**config.mk**
```make
export PLATFORM = sky130hd
export DESIGN_NAME = rom_arbiter_flat
export DESIGN_NICKNAME = d
export VERILOG_FILES = /design/src/rtl/rom_arbiter_if.sv /design/src/rtl/rom_arbiter.sv /design/src/flat_wrapper.sv
export SDC_FILE = /design/constraint.sdc
export NUM_CORES = 1
export LEC_CHECK = 0
export CAP_MARGIN = 10
export CORE_ASPECT_RATIO = 0.7
export CORE_MARGIN = 2
export CORE_UTILIZATION = 43
export DETAILED_ROUTE_END_ITERATION = 8
export PLACE_DENSITY_LB_ADDON = 0.12
export SLEW_MARGIN = 20
export SYNTH_ARGS = -nofsm -noshare
export SYNTH_HDL_FRONTEND = slang
export SYNTH_SLANG_ARGS = --single-unit
export TNS_END_PERCENT = 1
```
**constraint.sdc**
```tcl
create_clock -name clock -period 2.4 [get_ports clock]
set_input_delay 0.72 -clock clock [delete_from_list [all_inputs] [get_ports clock]]
set_output_delay 0.72 -clock clock [all_outputs]
set_load 0.02 [all_outputs]
```
**src/rtl/rom_arbiter_if.sv**
```systemverilog
// Bundle of requester handshake and ROM pins shared by the arbiter and its users.
// The slave side is the arbiter; the master side is the requesters plus the ROM.
interface rom_arbiter_if #(
  parameter int NUM_REQ = 4,
  parameter int AW      = 8,
  parameter int WIDTH   = 8
);
  logic [NUM_REQ-1:0]    req;
  logic [NUM_REQ*AW-1:0] req_addr;
  logic [NUM_REQ-1:0]    ack;
  logic [NUM_REQ-1:0]    rd_valid;
  logic [WIDTH-1:0]      rd_data;
  logic [AW-1:0]         rom_addr;
  logic [WIDTH-1:0]      rom_data;

  modport slave (
    input  req, req_addr, rom_data,
    output ack, rd_valid, rd_data, rom_addr
  );

  modport master (
    output req, req_addr, rom_data,
    input  ack, rd_valid, rd_data, rom_addr
  );
endinterface

```
**src/rtl/rom_arbiter.sv**
```systemverilog
// Round-robin arbiter sharing one synchronous ROM among NUM_REQ requesters.
// Grant, ROM read and data return form a fixed 3-cycle pipeline, one grant per clock.
module rom_arbiter #(
  parameter int WIDTH   = 8,
  parameter int DEPTH   = 256,
  parameter int NUM_REQ = 4
) (
  input logic          clock,
  input logic          reset_n,
  rom_arbiter_if.slave bus
);
  localparam int AW = $clog2(DEPTH);
  localparam int IW = $clog2(NUM_REQ);
  localparam logic [IW-1:0] LAST = IW'(NUM_REQ - 1);

  logic [NUM_REQ-1:0] ack_q, ack_d;
  logic [NUM_REQ-1:0] rdValid_q, rdValid_d;
  logic [WIDTH-1:0]   rdData_q, rdData_d;
  logic [AW-1:0]      romAddr_q, romAddr_d;
  logic [IW-1:0]      ptr_q, ptr_d;
  logic [IW-1:0]      tag1_q, tag1_d;
  logic [IW-1:0]      tag2_q;
  logic               valid1_q, valid1_d;
  logic               valid2_q;

  logic [NUM_REQ-1:0] eligible;
  logic [IW-1:0]      winner;
  logic [IW-1:0]      scanIdx;
  logic [AW-1:0]      winnerAddr;
  logic               grant;

  // A requester is masked in its own ack cycle so a held req is never granted twice.
  always_comb begin
    eligible = bus.req & ~ack_q;
    grant    = 1'b0;
    winner   = '0;
    scanIdx  = '0;
    for (int k = 0; k < NUM_REQ; k++) begin
      scanIdx = (int'(ptr_q) + k >= NUM_REQ) ? IW'(int'(ptr_q) + k - NUM_REQ)
                                             : IW'(int'(ptr_q) + k);
      if (!grant && eligible[scanIdx]) begin
        grant  = 1'b1;
        winner = scanIdx;
      end
    end
  end

  always_comb begin
    winnerAddr = '0;
    for (int j = 0; j < NUM_REQ; j++) begin
      if (winner == IW'(j)) begin
        winnerAddr = bus.req_addr[j*AW +: AW];
      end
    end
  end

  always_comb begin
    ack_d     = '0;
    valid1_d  = grant;
    tag1_d    = winner;
    romAddr_d = romAddr_q;
    ptr_d     = ptr_q;
    if (grant) begin
      ack_d[winner] = 1'b1;
      romAddr_d     = winnerAddr;
      ptr_d         = (winner == LAST) ? '0 : winner + 1'b1;
    end
  end

  // Stage 2 lines up with the ROM's registered output, so its data is captured here.
  always_comb begin
    rdValid_d = '0;
    rdData_d  = rdData_q;
    if (valid2_q) begin
      rdValid_d[tag2_q] = 1'b1;
      rdData_d          = bus.rom_data;
    end
  end

  always_ff @(posedge clock or negedge reset_n) begin
    if (!reset_n) begin
      ack_q     <= '0;
      rdValid_q <= '0;
      rdData_q  <= '0;
      romAddr_q <= '0;
      ptr_q     <= '0;
      tag1_q    <= '0;
      tag2_q    <= '0;
      valid1_q  <= 1'b0;
      valid2_q  <= 1'b0;
    end else begin
      ack_q     <= ack_d;
      rdValid_q <= rdValid_d;
      rdData_q  <= rdData_d;
      romAddr_q <= romAddr_d;
      ptr_q     <= ptr_d;
      tag1_q    <= tag1_d;
      tag2_q    <= tag1_q;
      valid1_q  <= valid1_d;
      valid2_q  <= valid1_q;
    end
  end

  assign bus.ack      = ack_q;
  assign bus.rd_valid = rdValid_q;
  assign bus.rd_data  = rdData_q;
  assign bus.rom_addr = romAddr_q;
endmodule

```
**src/flat_wrapper.sv**
```systemverilog
// flat-port wrapper written by rule: the top's interface ports become plain ports
module rom_arbiter_flat 
#(
  parameter int WIDTH   = 8,
  parameter int DEPTH   = 256,
  parameter int NUM_REQ = 4
)
  (clock, reset_n, bus_req, bus_req_addr, bus_rom_data, bus_ack, bus_rd_valid, bus_rd_data, bus_rom_addr);
  rom_arbiter_if #(.NUM_REQ(NUM_REQ), .AW((8)), .WIDTH(WIDTH)) bus_i ();
  input logic clock;
  input logic reset_n;
  input wire logic [$bits(bus_i.req)-1:0] bus_req;
  input wire logic [$bits(bus_i.req_addr)-1:0] bus_req_addr;
  input wire logic [$bits(bus_i.rom_data)-1:0] bus_rom_data;
  output wire logic [$bits(bus_i.ack)-1:0] bus_ack;
  output wire logic [$bits(bus_i.rd_valid)-1:0] bus_rd_valid;
  output wire logic [$bits(bus_i.rd_data)-1:0] bus_rd_data;
  output wire logic [$bits(bus_i.rom_addr)-1:0] bus_rom_addr;
  assign bus_i.req = bus_req;
  assign bus_i.req_addr = bus_req_addr;
  assign bus_i.rom_data = bus_rom_data;
  assign bus_ack = bus_i.ack;
  assign bus_rd_valid = bus_i.rd_valid;
  assign bus_rd_data = bus_i.rd_data;
  assign bus_rom_addr = bus_i.rom_addr;
  rom_arbiter #(.WIDTH(WIDTH), .DEPTH(DEPTH), .NUM_REQ(NUM_REQ)) u_core (.clock(clock), .reset_n(reset_n), .bus(bus_i));
endmodule
```
==> results.json <==
{
  "status": "complete, no violations",
  "powerDensity_nw_per_um2": 1310,
  "wl_um": 5270,
  "crit_path_max_fanout": 5,
  "track_usage": 0.246,
  "worst-path-buf-inv": 3,
  "ir_drop_mv": 0.850,
  "placed_cells_incl_taps": 266,
  "synth_cells": 143,
  "vias": 1548,
  "grt_max_degree": 33,
  "p_int_uw": 2440,
  "die_w_um": 78.9,
  "initial_core_util": 0.439,
  "clk_pin_slew_ns": 0.07,
  "synth-edff-count": 0,
  "crit_arrival_ns": 2.58,
  "hpwl_um": 3370,
  "cp-end-kind": "flip-flop",
  "tightest_slew_ns": 0.447,
  "power_uw": 3860,
  "numCtsBuffers": 5,
  "rows": 19,
  "max_freq_mhz": 423,
  "final_common_cell": "clkdlybuf4s50_1",
  "seqPwrFrac": 0.241,
  "diodes": 0,
  "clockPowerShare": 0.148,
  "rsz0062_at_grt": "true",
  "vias_per_cell": 5.27,
  "dr.pass1.iters": 4,
  "seq_area_frac_synth": 0.474,
  "worst-setup-path-type": "input pin to flip-flop",
  "worst_path_dominant_cell_family": "compound AO/OA/AOI/OAI gates",
  "clockBufferDepth": 2,
  "combPwrFrac": 0.611,
  "synth_area_leaders": "dfrtp_1 47%, a2bb2oi_2 7.1%, mux2_1 6.0%",
  "ys_warn_count": 0,
  "final-setup-viol-count": 0,
  "drtIter0Drc": 58,
  "postCtsHoldBufs": 0,
  "syn_area_um2": 1690,
  "maxSlewHeadroom": 0.702,
  "syn2layout_area_growth_pct": 75.0,
  "place_area_um2": 2500,
  "grt_pass1_vias": 1636,
  "p_leak_uw": 0.00122,
  "crit_slowest_cell": "or3b_1",
  "final_cells": 294,
  "yosysTopAreaCellShare": 0.474,
  "synthFlopType": "dfrtp_1",
  "synth_cell_type_count": 34,
  "gp_congestion": 0.795,
  "cts_tree": "built",
  "synth.avg_cell_area_um2": 11.8,
  "io_pins": 70,
  "switchingPower_uw": 1420,
  "die-area_um2": 4450,
  "overflow": 0,
  "drc": 0,
  "port_buffers": 69,
  "coreArea_um2": 3850,
  "cts_sinks": 32,
  "synth-seq-cells": 32,
  "finalCritPeriodShare": 0.985,
  "layout_common_cells": "65 x clkdlybuf4s50_1, 31 x dfrtp_1, 26 x buf_4",
  "finalMaxSlewViolations": 0,
  "skew_ns": 0.00183,
  "layout.nets": 291,
  "min_path_type": "flip-flop to flip-flop",
  "swShare": 0.368,
  "die_h_um": 56.4,
  "drive_gt1_frac": 0.347,
  "yosys.area.top_type": "dfrtp_1",
  "critical_path.max_stage_delay_ns": 0.37,
  "antenna_found_initial": 0,
  "period_needed_ns": 2.36,
  "cp.required_ns": 2.62,
  "syn_nets": 193,
  "multi_input_area_um2": 947,
  "hold_viol": 0,
  "n_fill_cell": 260,
  "cap_viol_max_count": 0,
  "grt_pass1_wl_um": 8190,
  "fin_setup_tns_ns": 0,
  "path_cells": "clkbuf_2 > or3b_1 > a21oi_2 > a311o_1 > buf_4 > ha_4 > buf_12 > nand3b_1 > a221o_1 > a2bb2oi_2",
  "startpoint_type": "input pin",
  "clk_latency_ns": 0.29,
  "final_cell_area_um2": 2960,
  "htree_levels": 2,
  "cts-root-buf": "clkbuf_8",
  "regArea_um2": 802,
  "wl_per_cell_um": 17.9,
  "ant_nets": 0,
  "async_flop_share": 1.00
}
## layout make-up
type | count | area share
inverter | 9 | 0.0119
timing repair buffer | 102 | 0.331
clock buffer | 7 | 0.0326
sequential | 32 | 0.271
clock inverter | 1 | 0.0102
tap | 52 | 0.0220
multi-input combinational | 91 | 0.320
## metrics by stage
step | worst slack, ns | utilization | hold slack [ns]
floorplan | 0.0181 | - | 0.331
global placement | -0.540 | 0.649 | 0.336
detailed placement | -0.655 | 0.649 | 0.340
CTS | -0.00371 | 0.748 | 0.350
global route | -0.0229 | 0.767 | 0.359
finish | 0.0350 | 0.767 | 0.353
## flip-flops by register name (all words and copies together) (netlist names)
name	cells
u_core.tag1_q	2
u_core.bus.rd_valid	4
u_core.ptr_q	2
u_core.valid2_q	1
u_core.tag2_q	2
u_core.bus.rom_addr	8
u_core.valid1_q	1
u_core.bus.rd_data	8
u_core.bus.ack	4
## metal layers
| metal | GRT usage | part of all wire | vias up |
|---|---|---|---|
| met3 | 0.0723 | 0.050 | 17 |
| li1 | - | - | 726 |
| met2 | 0.411 | 0.51 | 47 |
| met1 | 0.296 | 0.41 | 758 |
| met4 | 0.106 | 0.027 | 0 |
| met5 | 0 | 0 | - |
## cell families (layout without fill, tap and decap cells)
kind of cell,count (synthesis),after routing,synth area share
AO/OA/AOI/OAI,41,41,0.222
adder cells (fa/ha/maj),4,4,0.0296
AND/OR/NAND/NOR,37,37,0.147
flip-flops,32,32,0.474
buffers and inverters,20,119,0.0667
multiplexers,9,9,0.0600
## final timing paths
path                                       start                      to  slack, ns  cells past startpoint
max in group asynchronous                reset_n         u_core.ptr_q[0]       1.24                      2
worst max-delay path                  bus_req[0]  u_core.bus.rom_addr[6]       0.04                     10
worst min-delay path            u_core.tag1_q[1]        u_core.tag2_q[1]       0.35                      0
worst min register to register  u_core.tag1_q[1]        u_core.tag2_q[1]       0.35                      0
min in group asynchronous                reset_n   u_core.bus.rd_data[1]       0.83                      2
worst max register to register   u_core.ptr_q[0]  u_core.bus.rom_addr[6]       0.09                      9
## power groups by stage
stage / Clock, uW / Combinational (uW) / Sequential [uW]
2_1_floorplan: 0 / 1000 / 1070
3_3_place_gp: 0 / 1800 / 901
3_5_place_dp: 0 / 1840 / 919
4_1_cts: 573 / 2220 / 924
5_1_grt: 602 / 2490 / 955
6_report: 572 / 2360 / 930
## Yosys cell counts, types with 3 or more instances
cell type and number:
buf_6 3, buf_4 3, a221o_1 8, and2_1 12
inv_2 6, clkbuf_1 3, a21oi_1 9, dfrtp_1 32
o21ai_1 3, ha_1 4, a2bb2oi_2 8, a41oi_1 8
nand3b_1 8, mux2_1 9
## timing repair
action,CTS,global route
buffers inserted,18,2
pin swaps,10,5
endpoints found under the setup margin,8,9
cloned,0,0
gates resized for setup,27,19
Power figures use the tool's default switching activity.
